<file path="config.mk">
export PLATFORM = sky130hd
export DESIGN_NAME = core_trace_capture
export DESIGN_NICKNAME = d
export VERILOG_FILES = /design/src/rtl/core_trace_pkg.sv /design/src/rtl/trace_ring.sv /design/src/rtl/core_trace_capture.sv
export SDC_FILE = /design/constraint.sdc
export NUM_CORES = 1
export LEC_CHECK = 0
export ABC_AREA = 1
export BUFFER_PORTS_ARGS = -buffer_cell sky130_fd_sc_hd__buf_2
export CORE_MARGIN = 4
export CORE_UTILIZATION = 55
export DETAILED_ROUTE_END_ITERATION = 16
export GPL_TIMING_DRIVEN = 0
export PLACE_DENSITY_LB_ADDON = 0.05
export SYNTH_ARGS = -nofsm -noshare
export SYNTH_HDL_FRONTEND = slang
export SYNTH_SLANG_ARGS = --single-unit
export TNS_END_PERCENT = 100
</file>
<file path="constraint.sdc">
create_clock -name CLK -period 5.8 [get_ports CLK]
set_clock_uncertainty 0.2 [all_clocks]
set_input_delay 0.29 -clock CLK [delete_from_list [all_inputs] [get_ports CLK]]
set_output_delay 0.29 -clock CLK [all_outputs]
set_load 0.01 [all_outputs]
</file>
<file path="src/rtl/core_trace_pkg.sv">
// Shared types for the trace recorder: FSM state, entry kind and fixed widths.
package core_trace_pkg;

  typedef enum logic [1:0] {
    IDLE  = 2'd0,
    ARMED = 2'd1,
    POST  = 2'd2,
    READ  = 2'd3
  } state_t;

  typedef enum logic [1:0] {
    IFETCH = 2'd0,
    DLOAD  = 2'd1,
    DSTORE = 2'd2
  } kind_t;

  localparam int unsigned KindW = 2;
  localparam int unsigned DropW = 16;

  function automatic int unsigned entry_width(int unsigned addr_w, int unsigned data_w);
    return KindW + addr_w + data_w;
  endfunction

endpackage

</file>
<file path="src/rtl/trace_ring.sv">
// Circular trace store: write pointer wraps, entries saturates at Depth, and the
// read side replays the held entries oldest-first.
module trace_ring #(
  parameter int unsigned Width = 66,
  parameter int unsigned Depth = 8,
  parameter int unsigned CntW  = $clog2(Depth) + 1
) (
  input  logic             clk_i,
  input  logic             rst_i,
  input  logic             clear_i,
  input  logic             wr_en_i,
  input  logic [Width-1:0] wr_data_i,
  input  logic             rd_load_i,
  input  logic             rd_adv_i,
  output logic [Width-1:0] rd_data_o,
  output logic             rd_last_o,
  output logic [CntW-1:0]  entries_o
);

  localparam int unsigned PtrW = $clog2(Depth);

  logic [Width-1:0] mem_q [Depth];
  logic [PtrW-1:0]  wr_ptr_q, wr_ptr_d, rd_ptr_q, rd_ptr_d;
  logic [CntW-1:0]  entries_q, entries_d, rd_left_q, rd_left_d;

  always_comb begin
    wr_ptr_d  = wr_ptr_q;
    entries_d = entries_q;
    if (clear_i) begin
      wr_ptr_d  = '0;
      entries_d = '0;
    end else if (wr_en_i) begin
      wr_ptr_d = wr_ptr_q + 1'b1;
      if (entries_q != CntW'(Depth)) entries_d = entries_q + 1'b1;
    end

    rd_ptr_d  = rd_ptr_q;
    rd_left_d = rd_left_q;
    // Load from next-state values so the final capture write is included.
    if (rd_load_i) begin
      rd_ptr_d  = wr_ptr_d - entries_d[PtrW-1:0];
      rd_left_d = entries_d;
    end else if (rd_adv_i && rd_left_q != '0) begin
      rd_ptr_d  = rd_ptr_q + 1'b1;
      rd_left_d = rd_left_q - 1'b1;
    end
  end

  always_ff @(posedge clk_i or posedge rst_i) begin
    if (rst_i) begin
      wr_ptr_q  <= '0;
      rd_ptr_q  <= '0;
      entries_q <= '0;
      rd_left_q <= '0;
    end else begin
      wr_ptr_q  <= wr_ptr_d;
      rd_ptr_q  <= rd_ptr_d;
      entries_q <= entries_d;
      rd_left_q <= rd_left_d;
    end
  end

  always_ff @(posedge clk_i) begin
    if (wr_en_i) mem_q[wr_ptr_q] <= wr_data_i;
  end

  assign rd_data_o = mem_q[rd_ptr_q];
  assign rd_last_o = (rd_left_q == CntW'(1));
  assign entries_o = entries_q;

endmodule

</file>
<file path="src/rtl/core_trace_capture.sv">
// Bus trace recorder: arbitrates fetch/data captures, stops a programmed number of
// entries after an address trigger, then dumps the ring over a valid/ready port.
module core_trace_capture
  import core_trace_pkg::*;
#(
  parameter int unsigned DATA_WIDTH = 32,
  parameter int unsigned ADDR_WIDTH = 32,
  parameter int unsigned DEPTH      = 8,
  parameter int unsigned CW         = $clog2(DEPTH) + 1
) (
  input  logic                  CLK,
  input  logic                  RESET,
  input  logic                  arm,
  input  logic [1:0]            mode,
  input  logic [ADDR_WIDTH-1:0] trig_addr,
  input  logic [CW-1:0]         post_count,
  input  logic                  i_valid,
  input  logic [ADDR_WIDTH-1:0] iaddr,
  input  logic [DATA_WIDTH-1:0] idata,
  input  logic                  d_valid,
  input  logic                  d_rw,
  input  logic [ADDR_WIDTH-1:0] daddr,
  input  logic [DATA_WIDTH-1:0] ddata_w,
  input  logic [DATA_WIDTH-1:0] ddata_r,
  input  logic                  rd_ready,
  output logic                  rd_valid,
  output logic [1:0]            rd_kind,
  output logic [ADDR_WIDTH-1:0] rd_addr,
  output logic [DATA_WIDTH-1:0] rd_data,
  output logic                  rd_last,
  output logic [1:0]            state,
  output logic                  triggered,
  output logic                  done,
  output logic [CW-1:0]         entries,
  output logic [15:0]           drop_cnt
);

  typedef struct packed {
    kind_t                 kind;
    logic [ADDR_WIDTH-1:0] addr;
    logic [DATA_WIDTH-1:0] data;
  } entry_t;

  localparam int unsigned EntryW = entry_width(ADDR_WIDTH, DATA_WIDTH);

  state_t            state_q, state_d;
  logic [CW-1:0]     post_q, post_d, post_clamp;
  logic              trig_q, trig_d, done_q;
  logic [DropW-1:0]  drop_q, drop_d;
  logic              take_d, take_i, cand_valid;
  entry_t            cand, ring_entry;
  logic              wr_en, clear, rd_load, rd_adv, ring_last;
  logic [EntryW-1:0] ring_data;

  assign post_clamp = (post_count > CW'(DEPTH - 1)) ? CW'(DEPTH - 1) : post_count;

  always_comb begin
    take_d     = mode[1] & d_valid;
    take_i     = mode[0] & i_valid;
    cand_valid = take_d | take_i;
    cand.kind  = IFETCH;
    cand.addr  = iaddr;
    cand.data  = idata;
    if (take_d) begin
      cand.kind = d_rw ? DSTORE : DLOAD;
      cand.addr = daddr;
      cand.data = d_rw ? ddata_w : ddata_r;
    end
  end

  always_comb begin
    state_d = state_q;
    post_d  = post_q;
    trig_d  = trig_q;
    drop_d  = drop_q;
    clear   = 1'b0;
    wr_en   = 1'b0;
    rd_adv  = 1'b0;
    unique case (state_q)
      IDLE: begin
        if (arm) begin
          state_d = ARMED;
          clear   = 1'b1;
          trig_d  = 1'b0;
          drop_d  = '0;
        end
      end
      ARMED: begin
        wr_en = cand_valid;
        if (cand_valid && cand.addr == trig_addr) begin
          trig_d  = 1'b1;
          post_d  = post_clamp;
          state_d = (post_clamp == '0) ? READ : POST;
        end
      end
      POST: begin
        wr_en = cand_valid;
        if (cand_valid) begin
          post_d = post_q - 1'b1;
          if (post_q == CW'(1)) state_d = READ;
        end
      end
      READ: begin
        rd_adv = rd_ready;
        if (rd_ready && ring_last) state_d = IDLE;
      end
      default: state_d = IDLE;
    endcase
    if ((state_q == ARMED || state_q == POST) && take_d && take_i && drop_q != 16'hFFFF) begin
      drop_d = drop_q + 1'b1;
    end
  end

  assign rd_load = (state_d == READ) && (state_q != READ);

  always_ff @(posedge CLK or posedge RESET) begin
    if (RESET) begin
      state_q <= IDLE;
      post_q  <= '0;
      trig_q  <= 1'b0;
      done_q  <= 1'b0;
      drop_q  <= '0;
    end else begin
      state_q <= state_d;
      post_q  <= post_d;
      trig_q  <= trig_d;
      done_q  <= rd_load;
      drop_q  <= drop_d;
    end
  end

  trace_ring #(
    .Width(EntryW),
    .Depth(DEPTH),
    .CntW (CW)
  ) u_ring (
    .clk_i    (CLK),
    .rst_i    (RESET),
    .clear_i  (clear),
    .wr_en_i  (wr_en),
    .wr_data_i(cand),
    .rd_load_i(rd_load),
    .rd_adv_i (rd_adv),
    .rd_data_o(ring_data),
    .rd_last_o(ring_last),
    .entries_o(entries)
  );

  assign ring_entry = entry_t'(ring_data);

  // Readout fields are forced to zero outside READ so reset shows all-zero outputs.
  assign rd_valid  = (state_q == READ);
  assign rd_kind   = rd_valid ? ring_entry.kind : 2'd0;
  assign rd_addr   = rd_valid ? ring_entry.addr : '0;
  assign rd_data   = rd_valid ? ring_entry.data : '0;
  assign rd_last   = rd_valid & ring_last;
  assign state     = state_q;
  assign triggered = trig_q;
  assign done      = done_q;
  assign drop_cnt  = drop_q;

endmodule

</file>
==> impl_metrics.yaml, run 1 <==
outcome:
  status: "finished, final reports clean"
logic_synthesis:
  synth_cell_types: 40
  netlist_area_mm2: 0.02458
  async_flop_share: 0.06714
  yosysSeqAreaShare: 0.6838
  syn_inst: 2270
  syn-num-nets: 2491
  yosysMostFrequentCell: "edfxtp_1"
  yosys_warnings: 0
  yosys.area.top_type: "edfxtp_1"
  avgSynthCellArea_um2: 10.83
  yosys-top-cells-area: "edfxtp_1, o21ai_0, nor2_1, nand2_1, dfrtp_1"
  synth_common_cells: "edfxtp_1, nor2_1, o21ai_0"
  synth_edf_count: 528
  ys_ff_latch: 566
  yosysTopAreaCellShare: 0.6451
  synth_top_flop_cell: "edfxtp_1"
worst_setup_path:
  end_kind: "output port"
  cp.depth: 8
  cp.required_ns: 5.31
  cp_slowest_stage_delay_ns: 0.68
  crit_chain: "clkbuf_1, clkbuf_1, clkbuf_1, nor2_1, nor2_1, o21ai_0, a31oi_1, buf_2"
  rr_endpoint: "u_ring.mem_q[6][8]"
  path_common_cell: "clkbuf_1"
  path_class: "reg -> out"
  start_kind: "flop"
  critical-path-top-delay-family: "buffers and inverters"
  reg2reg_depth: 7
  crit_arrival_ns: 3.95
  timing.rr.start: "state[0]"
  crit_fanout: 10
  cp_num_buf_inv: 4
  rrSetupSlack_ns: 2.62
  cpMaxStageDelayCell: "clkbuf_1"
  crit_path_start: "u_ring.rd_ptr_q[0]"
  crit_path_end: "rd_addr[21]"
pwr:
  pwr-share-clk: 0.291
  internal_power_uw: 8070
  power_frac_comb: 0.304
  p_seq_frac: 0.405
  p_switching_uw: 4397
  swShare: 0.3527
  power_leakage_uw: 0.01117
  cellPowerDensity_mw_per_mm2: 421.9
  vdd_drop_max_mv: 0.2671
timing:
  slew_headroom: 0.2735
  worst_pin_slew_ns: 1.090
  rsz0062_at_grt: "false"
  finalCritPeriodShare: 0.7648
  slew_violations: 0
  clock.fmax_mhz: 225.4
  fin_crit_ns: 4.436
  hold_viol: 0
  setup_violations: 0
  fin_tns_setup_ns: 0
finish:
  finalNonFillerCells: 3324
  multi_input_area_mm2: 0.006883
  areaGrowthSynthToFinish_pct: 20.23
  drive_gt1_frac: 0.1600
  nets: 2908
  antenna_cells: 0
  finalInstanceArea_mm2: 0.02955
  utilization: 0.6682
  register_area_mm2: 0.01681
  fillers: 3309
floorplanning:
  fp.dieW_um: 219.4
  dieArea_mm2: 0.04813
  rows: 77
  coreArea_mm2: 0.04422
  die_y_um: 219.4
  start_util: 0.5558
  io_pins: 297
routing:
  drtIter0Drc: 1664
  vias: 19040
  drt_drc_violations_left: 0
  via_per_inst: 5.727
  avgRoutedWirePerCell_um: 21.71
  ant_nets: 0
  dr.pass1.iters: 5
  wirelength_um: 72180
grt:
  grt_max_degree: 31
  grt_pass1_wl_um: 107300
  grt.total_usage: 0.2962
  grt_pass1_vias: 18320
  grt-ovfl-total: 0
  antenna_found_initial: 2
clock_network:
  tritoncts: "built"
  clockRootBuffer: "clkbuf_16"
  h-tree-depth: 2
  clk_pin_slew_ns: 0.06
  clock_latency_ns: 0.60
  ctsLongestPathBuffers: 3
  cts_setup_buffers: 0
  cts_sinks: 566
  cts_buffers: 57
  cts_hold_buf: 43
  cts_resized: 0
worst_hold_path:
  hold_class: "in -> reg"
  hp-start: "idata[0]"
  holdPathStages: 3
placement:
  place.gp.congestion: 0.9208
  hpwl_um: 48940
  placed_cells: 3177
  portBuffers: 296
  dpl-instance-area_mm2: 0.02728
flow_run:
  maxCapViolCount: 0
==> area by class of cell <==
type / count / share of cell area
inverters: 112 / 0.01423
plain buffers: 130 / 0.01787
well taps: 592 / 0.02507
multi-input cells: 1462 / 0.2329
flip-flops and latches: 566 / 0.5688
clock buffers: 76 / 0.05272
clock inverters: 28 / 0.009316
repair buffers: 358 / 0.07910
==> registers in the layout (all words and copies together) (netlist names) <==
register,cells
state,2
done,1
u_ring.entries_o,4
u_ring.mem_q,528
post_q,4
u_ring.rd_ptr_q,3
u_ring.rd_left_q,4
drop_cnt,16
u_ring.wr_ptr_q,3
triggered,1
==> power groups by stage <==
stage | logic [µW] | clock network (µW) | registers (µW)
final | 3790 | 3630 | 5040
after global routing | 4180 | 3830 | 5070
after CTS | 3760 | 3660 | 5040
after detailed placement | 3710 | 0 | 5120
after global placement | 3510 | 0 | 5190
after floorplan | 2250 | 0 | 5140
==> tightest hold or removal path, cell delays in order <==
cell     delay (ns)
buf_2          0.08
nand2_1        0.04
nand3_1        0.23
==> worst min path at each step <==
stage                               endpoint
after global routing      u_ring.mem_q[1][0]
after CTS                 u_ring.mem_q[1][0]
after detailed placement         drop_cnt[0]
after global placement             triggered
final                     u_ring.mem_q[1][0]
after floorplan                         done
==> logic make-up (layout without fill, tap and decap cells) <==
group / Yosys count / in the layout / synth area share
buffers and inverters: 242 / 704 / 0.03859
AND/OR/NAND/NOR: 911 / 911 / 0.1479
XOR/XNOR: 19 / 19 / 0.006771
flip-flops: 566 / 566 / 0.6838
AO/OA/AOI/OAI: 516 / 516 / 0.1144
adder cells (fa/ha/maj): 16 / 16 / 0.008451
==> layout by cell type (no fill, tap or decap), drive strengths merged, types with 21 or more instances in the layout <==
master,count
dlygate4sd3,43
a31oi,66
clkbuf,194
inv,112
nand2,318
buf,327
dfrtp,38
edfxtp,528
nand3,117
o21ai,356
nor2,458
o22ai,74
clkinv,21
==> per-stage QoR <==
| step | total power (µW) | hold slack (ns) | setup WS (ns) |
|---|---|---|---|
| floorplan | 7386 | 0.2755 | 1.156 |
| global placement | 8698 | 0.2772 | -1.830 |
| detailed placement | 8835 | 0.01910 | 2.122 |
| CTS | 12460 | 0.0002489 | 1.460 |
| global route | 13080 | 0.004515 | 1.223 |
| finish | 12470 | 0.003756 | 1.364 |
==> metal layers <==
metal,up-vias,GRT usage,part of all wire
met5,-,0,0
met1,9120,0.4011,0.40
li1,8852,-,-
met2,947,0.4786,0.47
met4,0,0.09754,0.031
met3,119,0.06896,0.098
No activity file was read; power rests on OpenSTA's default activity.
==> run 2, diff against run 1 <==
- CORE_UTILIZATION: 55 -> 53
- clock period: 5.8 -> 3.76 ns (I/O delays scaled with it)
==> run 2 against run 1 <==
Critical path depth is the same; design area grew 3.0%; worst hold slack gained 0.019 ns; setup slack lost 1.3 ns; clock power grew 63%; sequential share of layout area shrank 1.7 points; wire length grew 2.9%; count of clock-buffer cells in the layout grew 1; flip-flop and latch count is the same; first-iteration DRC count grew 18%; power grew 57%; sequential power grew 55%; highest routed layer is now met5.
==> impl_metrics.yaml, run 2 (synthesis results as in run 1) <==
outcome:
  status: "finished, final reports clean"
pwr:
  p_seq_frac: 0.397
  internal_power_uw: 12730
  power_frac_comb: 0.302
  cellPowerDensity_mw_per_mm2: 644.6
  swShare: 0.3510
  pwr-share-clk: 0.301
  vdd_drop_max_mv: 0.4120
  power_uw: 19620
  p_switching_uw: 6886
  power_leakage_uw: 0.01161
clock_network:
  h-tree-depth: 2
  tritoncts: "built"
  cts_sinks: 566
  cts_buffers: 58
  ctsLongestPathBuffers: 3
  clk_pin_slew_ns: 0.07
  clock_latency_ns: 0.61
  cts_setup_buffers: 0
  clockRootBuffer: "clkbuf_16"
worst_setup_path:
  cp_slowest_stage_delay_ns: 0.58
  start_kind: "flop"
  path_class: "reg -> out"
  crit_fanout: 10
  critical-path-top-delay-family: "buffers and inverters"
  timing.rr.start: "state[0]"
  cpMaxStageDelayCell: "clkbuf_1"
  cp.required_ns: 3.37
  crit_arrival_ns: 3.29
  crit_chain: "clkbuf_2, inv_1, clkbuf_4, clkbuf_1, nor2_1, o21ai_0, a31oi_1, buf_2"
  rrSetupSlack_ns: 0.53
  reg2reg_depth: 9
  end_kind: "output port"
  rr_endpoint: "u_ring.mem_q[4][7]"
  cp_num_buf_inv: 5
grt:
  antenna_found_initial: 3
  grt-ovfl-total: 0
  grt_max_degree: 37
  grt_pass1_wl_um: 112600
  grt_pass1_vias: 19270
  grt.total_usage: 0.2936
floorplanning:
  die_y_um: 223.3
  io_pins: 297
  dieArea_mm2: 0.04988
  start_util: 0.5393
  coreArea_mm2: 0.04558
  rows: 78
  fp.dieW_um: 223.3
finish:
  register_area_mm2: 0.01681
  drive_gt1_frac: 0.1685
  final_common_cell: "edfxtp_1"
  areaGrowthSynthToFinish_pct: 23.84
  regMostFlops: "u_ring.mem_q"
  largest_reg_flops: 528
  multi_input_area_mm2: 0.006883
  fillers: 3555
  final_cell_mix: "edfxtp_1, nor2_1, o21ai_0, nand2_1, buf_2"
  finalNonFillerCells: 3403
  nets: 2974
timing:
  slew_headroom: 0.2673
  fin_tns_setup_ns: 0
  slew_violations: 0
  rsz0062_at_grt: "false"
  holdWs_ns: 0.02279
  worst_pin_slew_ns: 1.099
  clock.fmax_mhz: 272.1
  finalCritPeriodShare: 0.9776
  fin_crit_ns: 3.676
  setup_violations: 0
  hold_viol: 0
routing:
  dr.pass1.iters: 5
  drt_drc_violations_left: 0
  drtIter0Drc: 1964
  ant_nets: 0
  via_per_inst: 5.673
  vias: 19300
  avgRoutedWirePerCell_um: 21.82
  wirelength_um: 74250
worst_hold_path:
  holdPathStages: 3
  hold_class: "in -> reg"
  whs_endpoint: "u_ring.mem_q[7][50]"
  hp-start: "iaddr[18]"
flow_run:
  maxCapViolCount: 0
placement:
  hpwl_um: 50000
  portBuffers: 296
  placed_cells: 3186
  place.gp.congestion: 0.9126
==> run 2: cell types whose count changed in the layout (fill, tap and decap cells not counted), moves of 2 or more <==
cell / delta
clkinv_4: +2
dlygate4sd3_1: +65
clkbuf_16: +10
bufinv_16: -2
clkbuf_1: -31
clkbuf_8: -4
clkbuf_2: +24
==> run 2: power groups by stage <==
stage	registers (µW)	clock network, µW	logic, µW
after floorplan	7910	0	3480
after global placement	7980	0	5440
after detailed placement	7910	0	5720
after CTS	7780	5970	5890
after global routing	7830	6250	6570
final	7790	5910	5920
==> run 2: final cells by class <==
class | instances | area share
Tap cell | 600 | 0.02466
Multi-Input combinational cell | 1462 | 0.2261
Antenna cell | 1 | 0.00008222
Sequential cell | 566 | 0.5522
Clock inverter | 32 | 0.008756
Clock buffer | 77 | 0.05698
Timing Repair Buffer | 424 | 0.09907
Buffer | 129 | 0.01833
Inverter | 112 | 0.01381
==> run 2: repair_timing <==
action / in CTS / in global routing
setup endpoints to repair: 66 / 37
hold endpoints to repair: 442 / 0
gates resized for setup: 16 / 20
hold buffers: 108 / 0
cloned: 0 / 0
==> run 2: tightest hold or removal path, cell delays in order <==
cell and delay [ns]:
buf_2 0.10, nand2_1 0.07, nand2_1 0.27
==> run 2: how the worst max path moves through the flow <==
stage / startpoint / endpoint / slack [ns] / cells past startpoint
after floorplan: state[0] / u_ring.mem_q[0][0] / -0.88 / 6
final: u_ring.rd_ptr_q[1] / rd_addr[8] / 0.08 / 8
after CTS: u_ring.rd_ptr_q[1] / rd_data[29] / 0.01 / 8
after detailed placement: u_ring.rd_ptr_q[0] / rd_addr[13] / 0.1 / 8
after global routing: u_ring.rd_ptr_q[0] / rd_addr[17] / 0.0005 / 9
after global placement: d_valid / u_ring.mem_q[2][9] / -3.60 / 8
==> run 2: stage by stage <==
step / util / setup WS [ns] / instance area (µm²)
after floorplan: - / -0.8839 / 24590
after global placement: 0.5885 / -3.598 / 26820
after detailed placement: 0.5995 / 0.09546 / 27320
after CTS: 0.6675 / 0.01279 / 30420
after global routing: 0.6678 / 0.0004874 / 30440
final: 0.6678 / 0.08440 / 30440
==> run 2: per-layer routing <==
layer  wire [µm]  GRT usage  share of wire  vias up
met4        2526     0.1002          0.034        2
met5          15          0        0.00020        -
li1            -          -              -     9000
met1       29990     0.3922           0.40     9275
met3        6183    0.05684          0.083      138
met2       35540     0.4874           0.48      889
